File: src/rtl/exe_stage_mc.sv
// Execute stage: single-cycle ALU ops plus a 32-iteration shift-add multiplier.
// Latency: 1 cycle for ALU ops, 33 cycles from presentation for MUL.
// Backpressure: stall holds the upstream ID/EXE slot while a MUL is in flight.
module exe_stage_mc (
    input  logic        clk,
    input  logic        rst,
    input  logic        validIn,
    input  logic        flush,
    input  logic [3:0]  EXE_CMD_IN,
    input  logic [31:0] val1In,
    input  logic [31:0] val2In,
    input  logic [31:0] ST_valueIn,
    input  logic [4:0]  destIn,
    input  logic        MEM_R_EN_IN,
    input  logic        MEM_W_EN_IN,
    input  logic        WB_EN_IN,
    output logic [31:0] ALU_result,
    output logic [31:0] ST_value,
    output logic [4:0]  dest,
    output logic        MEM_R_EN,
    output logic        MEM_W_EN,
    output logic        WB_EN,
    output logic        valid,
    output logic        stall
);

    localparam logic [3:0] CMD_ADD = 4'b0000;
    localparam logic [3:0] CMD_SUB = 4'b0010;
    localparam logic [3:0] CMD_AND = 4'b0100;
    localparam logic [3:0] CMD_OR  = 4'b0101;
    localparam logic [3:0] CMD_NOR = 4'b0110;
    localparam logic [3:0] CMD_XOR = 4'b0111;
    localparam logic [3:0] CMD_SLL = 4'b1000;
    localparam logic [3:0] CMD_SRL = 4'b1001;
    localparam logic [3:0] CMD_SRA = 4'b1010;
    localparam logic [3:0] CMD_MUL = 4'b1100;

    typedef enum logic {IDLE, BUSY} state_t;

    state_t      state_q, state_d;
    logic [4:0]  cnt_q, cnt_d;
    logic [31:0] mcand_q, mcand_d;
    logic [31:0] mplier_q, mplier_d;
    logic [31:0] acc_q, acc_d;
    logic [31:0] st_cap_q, st_cap_d;
    logic [4:0]  dest_cap_q, dest_cap_d;
    logic        mr_cap_q, mr_cap_d;
    logic        mw_cap_q, mw_cap_d;
    logic        wb_cap_q, wb_cap_d;

    logic [31:0] alu_result_q, alu_result_d;
    logic [31:0] st_value_q, st_value_d;
    logic [4:0]  dest_q, dest_d;
    logic        mem_r_en_q, mem_r_en_d;
    logic        mem_w_en_q, mem_w_en_d;
    logic        wb_en_q, wb_en_d;
    logic        valid_q, valid_d;

    logic [31:0] alu_res;
    logic [31:0] acc_sum;
    logic        stall_c;

    // Single-cycle ALU; MUL and undefined codes yield 0 here.
    always_comb begin
        alu_res = 32'd0;
        case (EXE_CMD_IN)
            CMD_ADD: alu_res = val1In + val2In;
            CMD_SUB: alu_res = val1In - val2In;
            CMD_AND: alu_res = val1In & val2In;
            CMD_OR:  alu_res = val1In | val2In;
            CMD_NOR: alu_res = ~(val1In | val2In);
            CMD_XOR: alu_res = val1In ^ val2In;
            CMD_SLL: alu_res = val1In << val2In[4:0];
            CMD_SRL: alu_res = val1In >> val2In[4:0];
            CMD_SRA: alu_res = $unsigned($signed(val1In) >>> val2In[4:0]);
            default: alu_res = 32'd0;
        endcase
    end

    // One shift-add step: add the multiplicand when the current multiplier bit is set.
    always_comb begin
        acc_sum = acc_q + (mplier_q[0] ? mcand_q : 32'd0);
    end

    // Next-state, datapath and stall; outputs default to a bubble with data held.
    always_comb begin
        state_d      = state_q;
        cnt_d        = cnt_q;
        mcand_d      = mcand_q;
        mplier_d     = mplier_q;
        acc_d        = acc_q;
        st_cap_d     = st_cap_q;
        dest_cap_d   = dest_cap_q;
        mr_cap_d     = mr_cap_q;
        mw_cap_d     = mw_cap_q;
        wb_cap_d     = wb_cap_q;
        alu_result_d = alu_result_q;
        st_value_d   = st_value_q;
        dest_d       = dest_q;
        mem_r_en_d   = 1'b0;
        mem_w_en_d   = 1'b0;
        wb_en_d      = 1'b0;
        valid_d      = 1'b0;
        stall_c      = 1'b0;

        if (flush) begin
            // Kill wins over everything, including a completing multiply.
            state_d = IDLE;
            cnt_d   = 5'd0;
        end else begin
            case (state_q)
                IDLE: begin
                    if (validIn) begin
                        if (EXE_CMD_IN == CMD_MUL) begin
                            stall_c    = 1'b1;
                            mcand_d    = val1In;
                            mplier_d   = val2In;
                            acc_d      = 32'd0;
                            st_cap_d   = ST_valueIn;
                            dest_cap_d = destIn;
                            mr_cap_d   = MEM_R_EN_IN;
                            mw_cap_d   = MEM_W_EN_IN;
                            wb_cap_d   = WB_EN_IN;
                            cnt_d      = 5'd0;
                            state_d    = BUSY;
                        end else begin
                            alu_result_d = alu_res;
                            st_value_d   = ST_valueIn;
                            dest_d       = destIn;
                            mem_r_en_d   = MEM_R_EN_IN;
                            mem_w_en_d   = MEM_W_EN_IN;
                            wb_en_d      = WB_EN_IN;
                            valid_d      = 1'b1;
                        end
                    end
                end
                BUSY: begin
                    acc_d    = acc_sum;
                    mcand_d  = mcand_q << 1;
                    mplier_d = mplier_q >> 1;
                    if (cnt_q == 5'd31) begin
                        // Last iteration folds straight into the output register;
                        // stall drops so upstream advances on this same edge.
                        alu_result_d = acc_sum;
                        st_value_d   = st_cap_q;
                        dest_d       = dest_cap_q;
                        mem_r_en_d   = mr_cap_q;
                        mem_w_en_d   = mw_cap_q;
                        wb_en_d      = wb_cap_q;
                        valid_d      = 1'b1;
                        cnt_d        = 5'd0;
                        state_d      = IDLE;
                    end else begin
                        stall_c = 1'b1;
                        cnt_d   = cnt_q + 5'd1;
                    end
                end
                default: begin
                    state_d = IDLE;
                    cnt_d   = 5'd0;
                end
            endcase
        end
    end

    // Reset must drop stall immediately, even before the state register settles.
    assign stall = stall_c & ~rst;

    // State, operand and output registers with asynchronous clear.
    always_ff @(posedge clk or posedge rst) begin
        if (rst) begin
            state_q      <= IDLE;
            cnt_q        <= 5'd0;
            mcand_q      <= 32'd0;
            mplier_q     <= 32'd0;
            acc_q        <= 32'd0;
            st_cap_q     <= 32'd0;
            dest_cap_q   <= 5'd0;
            mr_cap_q     <= 1'b0;
            mw_cap_q     <= 1'b0;
            wb_cap_q     <= 1'b0;
            alu_result_q <= 32'd0;
            st_value_q   <= 32'd0;
            dest_q       <= 5'd0;
            mem_r_en_q   <= 1'b0;
            mem_w_en_q   <= 1'b0;
            wb_en_q      <= 1'b0;
            valid_q      <= 1'b0;
        end else begin
            state_q      <= state_d;
            cnt_q        <= cnt_d;
            mcand_q      <= mcand_d;
            mplier_q     <= mplier_d;
            acc_q        <= acc_d;
            st_cap_q     <= st_cap_d;
            dest_cap_q   <= dest_cap_d;
            mr_cap_q     <= mr_cap_d;
            mw_cap_q     <= mw_cap_d;
            wb_cap_q     <= wb_cap_d;
            alu_result_q <= alu_result_d;
            st_value_q   <= st_value_d;
            dest_q       <= dest_d;
            mem_r_en_q   <= mem_r_en_d;
            mem_w_en_q   <= mem_w_en_d;
            wb_en_q      <= wb_en_d;
            valid_q      <= valid_d;
        end
    end

    assign ALU_result = alu_result_q;
    assign ST_value   = st_value_q;
    assign dest       = dest_q;
    assign MEM_R_EN   = mem_r_en_q;
    assign MEM_W_EN   = mem_w_en_q;
    assign WB_EN      = wb_en_q;
    assign valid      = valid_q;

endmodule

File: config.mk
export PLATFORM = sky130hd
export DESIGN_NAME = exe_stage_mc
export DESIGN_NICKNAME = d
export VERILOG_FILES = /design/src/rtl/exe_stage_mc.sv
export SDC_FILE = /design/constraint.sdc
export NUM_CORES = 1
export LEC_CHECK = 0
export ABC_CLOCK_PERIOD_IN_PS = 7830
export CAP_MARGIN = 10
export CELL_PAD_IN_SITES_DETAIL_PLACEMENT = 1
export CELL_PAD_IN_SITES_GLOBAL_PLACEMENT = 2
export CORE_AREA = 8 8 255 257
export CTS_BUF_LIST = sky130_fd_sc_hd__clkbuf_16
export DETAILED_ROUTE_END_ITERATION = 10
export DIE_AREA = 0 0 263 265
export PLACE_DENSITY = 0.78
export SLEW_MARGIN = 40
export SYNTH_ARGS = -nofsm -noshare
export SYNTH_HDL_FRONTEND = slang
export SYNTH_SLANG_ARGS = --single-unit
File: constraint.sdc
create_clock -name clk -period 7.83 [get_ports clk]
set_input_delay 1.566 -clock clk [delete_from_list [all_inputs] [get_ports clk]]
set_output_delay 1.566 -clock clk [all_outputs]
set_load 0.05 [all_outputs]
== Word-level counts from Yosys, hierarchy flattened ==
Index checks and enable logic that the tools add are counted.

* Reductions and logical operators: 5
* Magnitude comparators: 0
* $add $sub $neg: 4
* Eq/ne operators: 16
* Div/mod/pow operators: 0
* Bitwise operators: 8
* Shift-type cells: 3
* Mux-type cells: 53
* Multiply operators: 0

{| class="wikitable"
|+ Operators by type and width
! kind !! number
|-
| $mux W32 || 13
|-
| $pmux W32 S2 || 5
|-
| $pmux W32 S9 || 1
|-
| $add A32 B32 Y32 || 2
|-
| $mux W5 || 7
|-
| $and A32 B32 Y32 || 1
|-
| $not A32 Y32 || 1
|-
| $or A32 B32 Y32 || 1
|-
| $shl A32 B5 Y32 || 1
|-
| $shr A32 B5 Y32 || 1
|-
| $sshr A32 B5 Y32 || 1
|-
| $sub A32 B32 Y32 || 1
|-
| $xor A32 B32 Y32 || 1
|-
| $mux W1 || 20
|-
| $pmux W5 S2 || 2
|-
| $eq A4 B3 Y1 const B || 4
|-
| $eq A4 B4 Y1 const B || 4
|-
| $pmux W1 S2 || 5
|-
| $reduce_and A4 Y1 || 2
|-
| $ne A2 B2 Y1 const B || 3
|-
| $ne A3 B3 Y1 const B || 2
|-
| $add A5 B1 Y5 const B || 1
|-
| $eq A5 B5 Y1 const B || 1
|-
| $eq A4 B2 Y1 const B || 1
|-
| 6 further kinds || 8
|}

* Memory bits (read-only): 0
* Input port bits: 112
* Memory bits (writable): 0
* Register bits after elaboration: 215
* Memories kept: 0
* Latch bits: 0

== Depth between registers and ports, before layout ==
Gate-level depths: netlist of the first run.

* Depth after elaboration: 6
* Depth in mapped cells: 20
* Gate-level depth less buffers: 18

== Worst setup path before layout of the first run ==
Ideal clock, no wire load.

* Path type: input port to output port
* Start: input rst
* End: output stall
* Arrival time: 6.826 ns
* Slack: -0.562 ns
* Cell stages on the path: 2
* Buffers on the path: 0
* Cells stage by stage: inv_1 > and2_1

* Word-level cells in the longest chain between the ends: 2

{| class="wikitable"
|+ RTL lines
! what !! RTL line !! source
|-
| from (decl) || 6 || <nowiki>input logic rst,</nowiki>
|-
| $not A1 Y1 || 167 || <nowiki>assign stall = stall_c & ~rst;</nowiki>
|-
| $and A1 B1 Y1 || 167 ||
|-
| to (decl) || 24 || <nowiki>output logic stall</nowiki>
|}

No other way between the ends.

== Final worst setup path of the first run ==
* Start: input EXE_CMD_IN[2]
* End: output stall

* Word-level cells in the longest chain between the ends: 6

{| class="wikitable"
|+ RTL lines
! what !! RTL line !! source
|-
| from (decl) || 9 || <nowiki>input logic [3:0] EXE_CMD_IN,</nowiki>
|-
| $eq A4 B4 Y1 || 114 || <nowiki>if (EXE_CMD_IN == CMD_MUL) begin</nowiki>
|-
| $mux W1 || 114 ||
|-
| $mux W1 || 113 || <nowiki>if (validIn) begin</nowiki>
|-
| $pmux W1 S2 || 111 || <nowiki>case (state_q)</nowiki>
|-
| $mux W1 || 106 || <nowiki>if (flush) begin</nowiki>
|-
| named net stall_c || 61 || <nowiki>logic stall_c;</nowiki>
|-
| $and A1 B1 Y1 || 167 ||
|}

The timed path passes the listed nets, and every way through them passes these cells.

==> impl_metrics.yaml, run 1 <==
synth:
  synth_area_per_cell_sq_um: 8.32
  ys_ff_latch: 215
  async_flop_share_pct: 100
  synth_area_leaders: "dfrtp_1 28%, ha_1 8.5%, mux2i_1 8.1%"
  synthesis.nets: 2555
  synth_area_sq_mm: 0.0192
  yosysSeqAreaShare_pct: 28.0
  synth_cells: 2311
  yosysWarnings: 0
  synth_edf_count: 0
  ys.flop_type: "dfrtp_1"
  yosys.area.top_type: "dfrtp_1"
  synth_cell_type_count: 89
  yosys.area.top_type_share_pct: 28.0
route:
  ant_nets: 0
  wl_per_cell_microns: 26.0
  avgViaCountPerCell: 5.78
  drt_first_pass_iters: 5
  drtIter0Drc: 1563
  drc_errors: 0
  vias: 18700
  routed_wl_microns: 84200
setup_path:
  arrival_ns: 4.76
  crit_path_end_kind: "primary output"
  worstRegToRegCells: 11
  crit_type: "input pin to primary output"
  reg2reg_slack_ns: 3.70
  crit_required_ns: 6.26
  worst_setup_path_start_kind: "input pin"
  cp_max_fo: 55
run:
  maxCapViolCount: 0
place:
  gp_congestion: 0.959
  dp_hpwl_microns: 61800
  numPortBuffers: 185
sta:
  fin_crit_ns: 6.32
  rsz0062_at_grt: "no"
  fmax_ghz: 0.158
  hold_viol_final: 0
  fin_crit_sh_pct: 80.7
  tns_ns: 0
  worstMarginPinSlew_ns: 0.925
  setup_viol: 0
  maxSlewHeadroom_pct: 38.2
  fin_worst_skew_ns: 0.0259
  slew_viol_final: 0
global_routing:
  antenna_found_initial: 4
  grt_pass1_vias: 19400
  overflow: 0
  grt_usage_pct: 23.3
  grt_max_degree: 89
  grt_pass1_wl_microns: 126000
clock_tree:
  postCtsSetupRepairBufs: 0
  cts_sinks: 215
  cts_resized: 0
  postCtsHoldBufs: 0
  cts_root_buf: "clkbuf_16"
  clockBufferDepth: 3
  clkTransAtPathRegs_ns: 0.05
  cts_made_buffers: 29
  tritoncts: "yes"
  clkLatencyLatePin_ns: 0.61
  cts.htree.levels: 1
die:
  io_pins: 186
  die_w_microns: 263
  coreArea_sq_mm: 0.0610
  rows: 91
  start_util_pct: 31.5
  die_h_microns: 265
  die_area_sq_mm: 0.0697
power:
  peakVddDrop_mv: 0.169
  powerDensity_mw_per_mm2: 195
  p_leak_nw: 9.85
  finalPower_mw: 4.43
finish:
  area_growth_pct: 18.4
  layout_common_cells: "383 x nand2_1, 219 x o21ai_0, 213 x dfrtp_1"
  final_common_cell: "nand2_1"
  drive_gt1_share_pct: 9.52
  layout.nets: 2669
hold_path:
  holdPathStages: 2
  hold_class: "register to register"
outcome:
  status: "finished clean"
==> final cells by class <==
class | count | area, sq um
fillers | 7215 | 38300
multi-input cells | 1845 | 12800
flip-flops and latches | 215 | 5390
repair buffers | 235 | 2270
well taps | 790 | 988
clock buffers | 29 | 726
inverters | 99 | 375
clock inverters | 24 | 191
diodes | 2 | 5.00
==> cell usage after synthesis (7+ instances only) <==
| cell type | count |
|---|---|
| mux2i_1 | 156 |
| a21o_1 | 22 |
| nor2_1 | 193 |
| inv_1 | 94 |
| a211o_1 | 8 |
| or3_1 | 19 |
| nor3_1 | 39 |
| a21oi_1 | 121 |
| a211oi_1 | 33 |
| or2_2 | 9 |
| mux2_2 | 32 |
| mux4_2 | 60 |
| ha_1 | 130 |
| o22ai_1 | 16 |
| xnor2_1 | 49 |
| a31oi_1 | 43 |
| nand2b_1 | 15 |
| clkbuf_1 | 97 |
| nand3_1 | 27 |
| o21ai_0 | 219 |
| o21ai_1 | 22 |
| and3_1 | 16 |
| o211ai_1 | 18 |
| dfrtp_1 | 215 |
| nor4_1 | 7 |
| buf_1 | 28 |
| nand2_1 | 383 |
| xor2_1 | 19 |
| o31ai_1 | 15 |
| buf_2 | 20 |
| and2_1 | 42 |
==> sequential cells by signal, summed over array words and instances (netlist names), 5 cells and up <==
| signal | cells |
|---|---|
| dest_cap_q | 5 |
| ST_value | 32 |
| ALU_result | 32 |
| acc_q | 32 |
| st_cap_q | 32 |
| mplier_q | 32 |
| mcand_q | 32 |
| cnt_q | 5 |
| dest | 5 |
==> power breakdown <==
part | switching [mW] | internal (mW)
logic | 1.03 | 0.595
registers | 0.162 | 1.33
clock network | 0.567 | 0.743
==> final timing paths <==
check | start | to
setup / recovery | EXE_CMD_IN[2] | stall
hold / removal | mplier_q[12] | mplier_q[12]
setup reg to reg | mplier_q[0] | ALU_result[17]
hold reg to reg | mplier_q[12] | mplier_q[12]
max in group asynchronous | rst | state_q
min in group asynchronous | rst | cnt_q[2]
==> worst max-delay path, stage by stage <==
cell and delay (ns):
clkdlybuf4s50_1 0.72, nand4_1 0.45, a21o_4 0.52, buf_12 0.24, a21oi_1 0.18, and2_1 0.18
clkdlybuf4s50_1 0.85
==> per-layer routing <==
metal,part of all wire (%),vias up,global-route usage [%],wire length [microns]
met2,46,624,37.9,38700
met3,5.6,177,3.22,4730
met1,44,9395,31.0,36800
li1,-,8528,-,-
met5,0.015,-,0,13
met4,4.7,2,9.82,3960
==> logic make-up (layout without fill, tap and decap cells) <==
group / after synthesis / count (layout) / share of synthesized area, %
AOI/OAI and AO/OA: 614 / 614 / 19.7
xor gates and xnor gates: 69 / 69 / 3.18
adders and majority gates: 132 / 132 / 8.67
buffers and inverters: 251 / 387 / 5.44
DFF: 215 / 215 / 28.0
muxes: 250 / 250 / 17.1
other: 0 / 2 / 0
and+or+nand+nor: 780 / 780 / 17.9
==> metrics by stage <==
step	worst slack, ns	hold slack, ns	utilization, %	cells	cell area, sq um
after floorplan	0.868	0.445	-	2311	19200
after global placement	1.63	0.456	35.6	3181	21700
after detailed placement	1.55	0.467	35.7	3183	21800
after CTS	1.52	0.480	37.2	3236	22700
after global routing	1.38	0.497	37.3	3238	22800
final	1.51	0.476	37.3	3239	22800
Power figures use the tool's default switching activity.
==> inputs of run 2 (changes only) <==
==> config.mk (replaced) <==
export PLATFORM = sky130hd
export DESIGN_NAME = exe_stage_mc
export DESIGN_NICKNAME = d
export VERILOG_FILES = /design/src/rtl/exe_stage_mc.sv
export SDC_FILE = /design/constraint.sdc
export NUM_CORES = 1
export LEC_CHECK = 0
export ABC_CLOCK_PERIOD_IN_PS = 6100
export CAP_MARGIN = 10
export CELL_PAD_IN_SITES_DETAIL_PLACEMENT = 1
export CELL_PAD_IN_SITES_GLOBAL_PLACEMENT = 2
export CORE_AREA = 8 8 241 243
export CTS_BUF_LIST = sky130_fd_sc_hd__clkbuf_16
export DETAILED_ROUTE_END_ITERATION = 10
export DIE_AREA = 0 0 249 251
export PLACE_DENSITY = 0.83
export SLEW_MARGIN = 40
export SYNTH_ARGS = -nofsm -noshare
export SYNTH_HDL_FRONTEND = slang
export SYNTH_SLANG_ARGS = --single-unit
==> constraint.sdc (replaced) <==
create_clock -name clk -period 6.1 [get_ports clk]
set_input_delay 1.22 -clock clk [delete_from_list [all_inputs] [get_ports clk]]
set_output_delay 1.22 -clock clk [all_outputs]
set_load 0.05 [all_outputs]
==> run 2 against run 1 <==
Compared with the run above:
- register-to-register slack got worse by 1.9 ns
- global-route usage rose by 2.0 points
- cell count is 2.6% lower
- sequential cell count unchanged
- core utilization up 4.2 points
- via count rose by 0.92%
- die area fell by 10%
- critical path depth increased by 9
- combinational power increased by 29%
- worst hold slack improved by 0.0022 ns
- wire length shrank 2.8%
- highest routed layer is now met4
==> impl_metrics.yaml, run 2 (synthesis gave the netlist of run 1 again) <==
outcome:
  status: "finished clean"
finish:
  seq_area_sq_mm: 0.00538
  final_common_cell: "nand2_1"
  layout.nets: 2675
  layout_common_cells: "383 x nand2_1, 219 x o21ai_0, 214 x dfrtp_1"
  drive_gt1_share_pct: 9.80
  fill_cells: 6400
  final_core_util_pct: 41.4
  diodes: 0
  multi_input_area_sq_mm: 0.0128
  area_growth_pct: 17.2
global_routing:
  grt_pass1_wl_microns: 124000
  use_met2_pct: 41.6
  grt-busiest-layer: "met2"
  grt_pass1_vias: 19600
  met1_usage_pct: 33.4
  grtUsageMet3_pct: 3.14
  grt_usage_pct: 25.4
  antenna_found_initial: 1
  grt_max_degree: 107
  overflow: 0
setup_path:
  crit_family: "compound AO/OA/AOI/OAI gates"
  worst_setup_path_start_kind: "input pin"
  arrival_ns: 5.77
  crit_slowest_cell: "o21ai_0"
  crit_required_ns: 6.53
  cpMostUsedCell: "o21ai_0"
  critPathMaxStageDelay_ns: 0.62
  crit_path_start: "val2In[7]"
  crit_path_end_kind: "register"
  crit_type: "input pin to register"
  path_cells: "clkdlybuf4s50_1 -> nor4_1 -> buf_4 -> nand4_1 -> o21ai_0 -> xnor2_1 -> ha_1 -> and4_1 -> nor3b_1 -> o21ai_0 -> and3_1 -> o21ai_0 -> xnor2_1 -> nor2_1 -> o21ai_0 -> a31oi_1"
  cp_max_fo: 7
  rr_startpoint: "mplier_q[0]"
  critPathBufInv: 2
place:
  gp_congestion: 0.937
  pre_cts_ws_ns: 0.241
  numPortBuffers: 185
  dp_hpwl_microns: 60400
sta:
  fmax_ghz: 0.187
  fin_crit_sh_pct: 87.6
  maxSlewHeadroom_pct: 34.0
  fin_worst_skew_ns: 0.0297
  setup_ws_ns: 0.757
  rsz0062_at_grt: "no"
  whs_ns: 0.478
  fin_crit_ns: 5.34
  hold_viol_final: 0
  worstMarginPinSlew_ns: 0.987
  setup_viol: 0
  slew_viol_final: 0
route:
  vias: 18900
  drtIter0Drc: 1546
  routed_wl_microns: 81900
  drt_first_pass_iters: 5
  drc_errors: 0
  ant_nets: 0
  wl_per_cell_microns: 26.0
  avgViaCountPerCell: 5.99
die:
  rows: 86
  start_util_pct: 35.4
  die_area_sq_mm: 0.0625
  io_pins: 186
  coreArea_sq_mm: 0.0543
  die_h_microns: 251
  die_w_microns: 249
clock_tree:
  cts_root_buf: "clkbuf_16"
  cts.htree.levels: 1
  postCtsSetupRepairBufs: 0
  tritoncts: "yes"
  clkLatencyLatePin_ns: 0.59
  cts_made_buffers: 27
  postCtsHoldBufs: 0
  clockBufferDepth: 3
  clkTransAtPathRegs_ns: 0.06
  cts_resized: 0
  cts_sinks: 215
hold_path:
  min_from: "mplier_q[23]"
  hold_class: "register to register"
power:
  powerDensity_mw_per_mm2: 245
  finalPower_mw: 5.51
  p_leak_nw: 9.80
  peakVddDrop_mv: 0.182
run:
  maxCapViolCount: 0
[run 2: layer usage]
layer	share of wire, %	up-vias
met4	4.9	0
met1	43	9527
met2	46	642
met3	5.9	203
li1	-	8527
met5	0	-
[run 2: final timing paths]
path                             endpoint  slack (ns)  depth (start not counted)
max reg2reg                ALU_result[30]        1.85                         13
min                          mplier_q[23]        0.48                          2
min in group asynchronous    ST_value[21]        1.02                          2
max                        ALU_result[15]        0.76                         16
max in group asynchronous        acc_q[3]        3.58                          4
min reg2reg                  mplier_q[23]        0.48                          2
[run 2: metrics by stage]
stage / TNS [ns] / cell area, sq um / std cells
floorplan: -0.170 / 19200 / 2311
global placement: 0 / 21700 / 3106
detailed placement: 0 / 21700 / 3106
CTS: 0 / 22500 / 3154
global route: 0 / 22500 / 3154
finish: 0 / 22500 / 3154
[run 2: where the power goes]
group	leakage, nW	internal [mW]	switching (mW)
registers	2.73	1.70	0.184
clock network	0.405	0.846	0.680
logic	6.67	0.764	1.33
[run 2: layout make-up]
class	count	share of cell area (%)
Clock buffer	27	3.00
Multi-Input combinational cell	1845	56.9
Tap cell	704	3.91
Clock inverter	21	0.617
Inverter	99	1.67
Sequential cell	215	23.9
Timing Repair Buffer	243	9.97
[run 2: tightest hold or removal path, cell delays in order, from the launching register on]
cell and delay, ns:
dfrtp_1 0.34, nand2_1 0.05, o21ai_0 0.06
==> inputs of run 3 (changes only) <==
--- a/config.mk
+++ b/config.mk
@@ -5,7 +5,7 @@
 export SDC_FILE = /design/constraint.sdc
 export NUM_CORES = 1
 export LEC_CHECK = 0
-export ABC_CLOCK_PERIOD_IN_PS = 6100
+export ABC_CLOCK_PERIOD_IN_PS = 5940
 export CAP_MARGIN = 10
 export CELL_PAD_IN_SITES_DETAIL_PLACEMENT = 1
 export CELL_PAD_IN_SITES_GLOBAL_PLACEMENT = 2
==> constraint.sdc (replaced) <==
create_clock -name clk -period 5.94 [get_ports clk]
set_input_delay 1.188 -clock clk [delete_from_list [all_inputs] [get_ports clk]]
set_output_delay 1.188 -clock clk [all_outputs]
set_load 0.05 [all_outputs]
==> run 3 against run 2 <==
Compared with the run above:
- clock power increased by 12%
- sequential share of layout area decreased by 0.22 points
- combinational power increased by 2%
- die area unchanged
- total power increased by 5.8%
- clock skew increased by 0.0019 ns
- setup slack improved by 0.046 ns
- global-route usage decreased by 0.18 points
- critical path depth unchanged
- register-to-register slack got worse by 0.09 ns
==> impl_metrics.yaml, run 3 (synthesis gave the netlist of run 1 again) <==
outcome:
  status: "finished clean"
sta:
  slew_viol_final: 0
  setup_ws_ns: 0.804
  rsz0062_at_grt: "no"
  hold_viol_final: 0
  fin_crit_ns: 5.14
  setup_viol: 0
  maxSlewHeadroom_pct: 33.5
  fmax_ghz: 0.195
  fin_crit_sh_pct: 86.5
  worstMarginPinSlew_ns: 0.995
  tns_ns: 0
  fin_worst_skew_ns: 0.0316
place:
  pre_cts_ws_ns: 0.311
  numPortBuffers: 185
  dp_hpwl_microns: 60000
  gp_congestion: 0.980
route:
  avgViaCountPerCell: 5.96
  routed_wl_microns: 81300
  drc_errors: 0
  drt_first_pass_iters: 5
  ant_nets: 0
  vias: 18900
  drtIter0Drc: 1516
  wl_per_cell_microns: 25.7
finish:
  area_growth_pct: 18.3
  final_common_cell: "nand2_1"
  multi_input_area_sq_mm: 0.0128
  fill_cells: 6334
  seq_area_sq_mm: 0.00539
  diodes: 0
  drive_gt1_share_pct: 10.2
  layout.nets: 2685
  layout_common_cells: "383 x nand2_1, 219 x o21ai_0, 213 x dfrtp_1"
die:
  die_h_microns: 251
  die_area_sq_mm: 0.0625
  die_w_microns: 249
  io_pins: 186
  rows: 86
  start_util_pct: 35.4
  coreArea_sq_mm: 0.0543
clock_tree:
  clockBufferDepth: 3
  cts.htree.levels: 1
  clkLatencyLatePin_ns: 0.60
  tritoncts: "yes"
  postCtsSetupRepairBufs: 0
  cts_resized: 0
  cts_sinks: 215
  postCtsHoldBufs: 0
  clkTransAtPathRegs_ns: 0.06
  cts_root_buf: "clkbuf_16"
  cts_made_buffers: 27
hold_path:
  holdPathStages: 2
  min_from: "mplier_q[11]"
  min_to: "mplier_q[11]"
  hold_class: "register to register"
setup_path:
  timing.rr.end: "ALU_result[30]"
  crit_type: "input pin to register"
  worstRegToRegCells: 12
  reg2reg_slack_ns: 1.76
  arrival_ns: 5.57
  crit_required_ns: 6.38
  rr_startpoint: "mplier_q[0]"
  worst_setup_path_start_kind: "input pin"
  cp_max_fo: 7
  crit_path_end_kind: "register"
power:
  powerDensity_mw_per_mm2: 256
  peakVddDrop_mv: 0.201
  p_leak_nw: 9.90
  finalPower_mw: 5.83
global_routing:
  grt_pass1_vias: 19900
  grt_usage_pct: 25.2
  overflow: 0
  grt_pass1_wl_microns: 124000
  grt_max_degree: 120
  antenna_found_initial: 2
run:
  maxCapViolCount: 0
[run 3: cell count changes in the layout (fill, tap and decap cells not counted), sizes merged]
cell and delta:
buf +8, bufinv +3, clkdlybuf4s50 +3, clkbuf -1, clkinv -1
[run 3: worst max-delay path by stage]
stage / startpoint / to / slack [ns] / cells past startpoint
finish: val2In[5] / ALU_result[15] / 0.80 / 16
global route: val2In[5] / ALU_result[15] / 0.45 / 16
CTS: val2In[12] / ALU_result[31] / 0.91 / 16
detailed placement: val2In[12] / ALU_result[31] / 0.31 / 16
global placement: val2In[5] / ALU_result[15] / 0.33 / 16
floorplan: rst / stall / -0.27 / 2
[run 3: critical path, cell delays in order]
cell	delay, ns
clkdlybuf4s50_1	0.55
nor4_1	0.25
buf_4	0.18
nand4_1	0.34
o21ai_0	0.33
xnor2_1	0.10
ha_1	0.38
and4_1	0.27
nor3b_1	0.19
o21ai_0	0.22
and3_1	0.28
o21ai_0	0.31
xnor2_1	0.17
nor2_1	0.08
o21ai_0	0.55
a31oi_1	0.17
[run 3: cell type report]
type	instances	share of cell area, %
Clock buffer	27	2.97
Clock inverter	23	1.03
Inverter	99	1.66
Multi-Input combinational cell	1845	56.4
Sequential cell	215	23.7
Tap cell	704	3.87
Timing Repair Buffer	253	10.4
[run 3: through the flow]
step	hold slack (ns)	util (%)	std cells	area (sq um)
2_1_floorplan	0.445	-	2311	19200
3_3_place_gp	0.457	40.1	3115	21800
3_5_place_dp	0.467	40.1	3115	21800
4_1_cts	0.482	41.8	3165	22700
5_1_grt	0.496	41.8	3166	22700
6_report	0.477	41.8	3166	22700
[run 3: where the power goes]
group | switching [mW] | total, mW | internal, mW
registers | 0.206 | 1.95 | 1.75
logic | 1.36 | 2.15 | 0.791
clock network | 0.714 | 1.72 | 1.01
[run 3: metal layers]
| metal | global-route usage [%] | share of wire (%) |
|---|---|---|
| met1 | 32.2 | 41 |
| met2 | 41.8 | 47 |
| met3 | 4.19 | 6.8 |
| met4 | 11.1 | 5.1 |
| met5 | 0 | 0.016 |
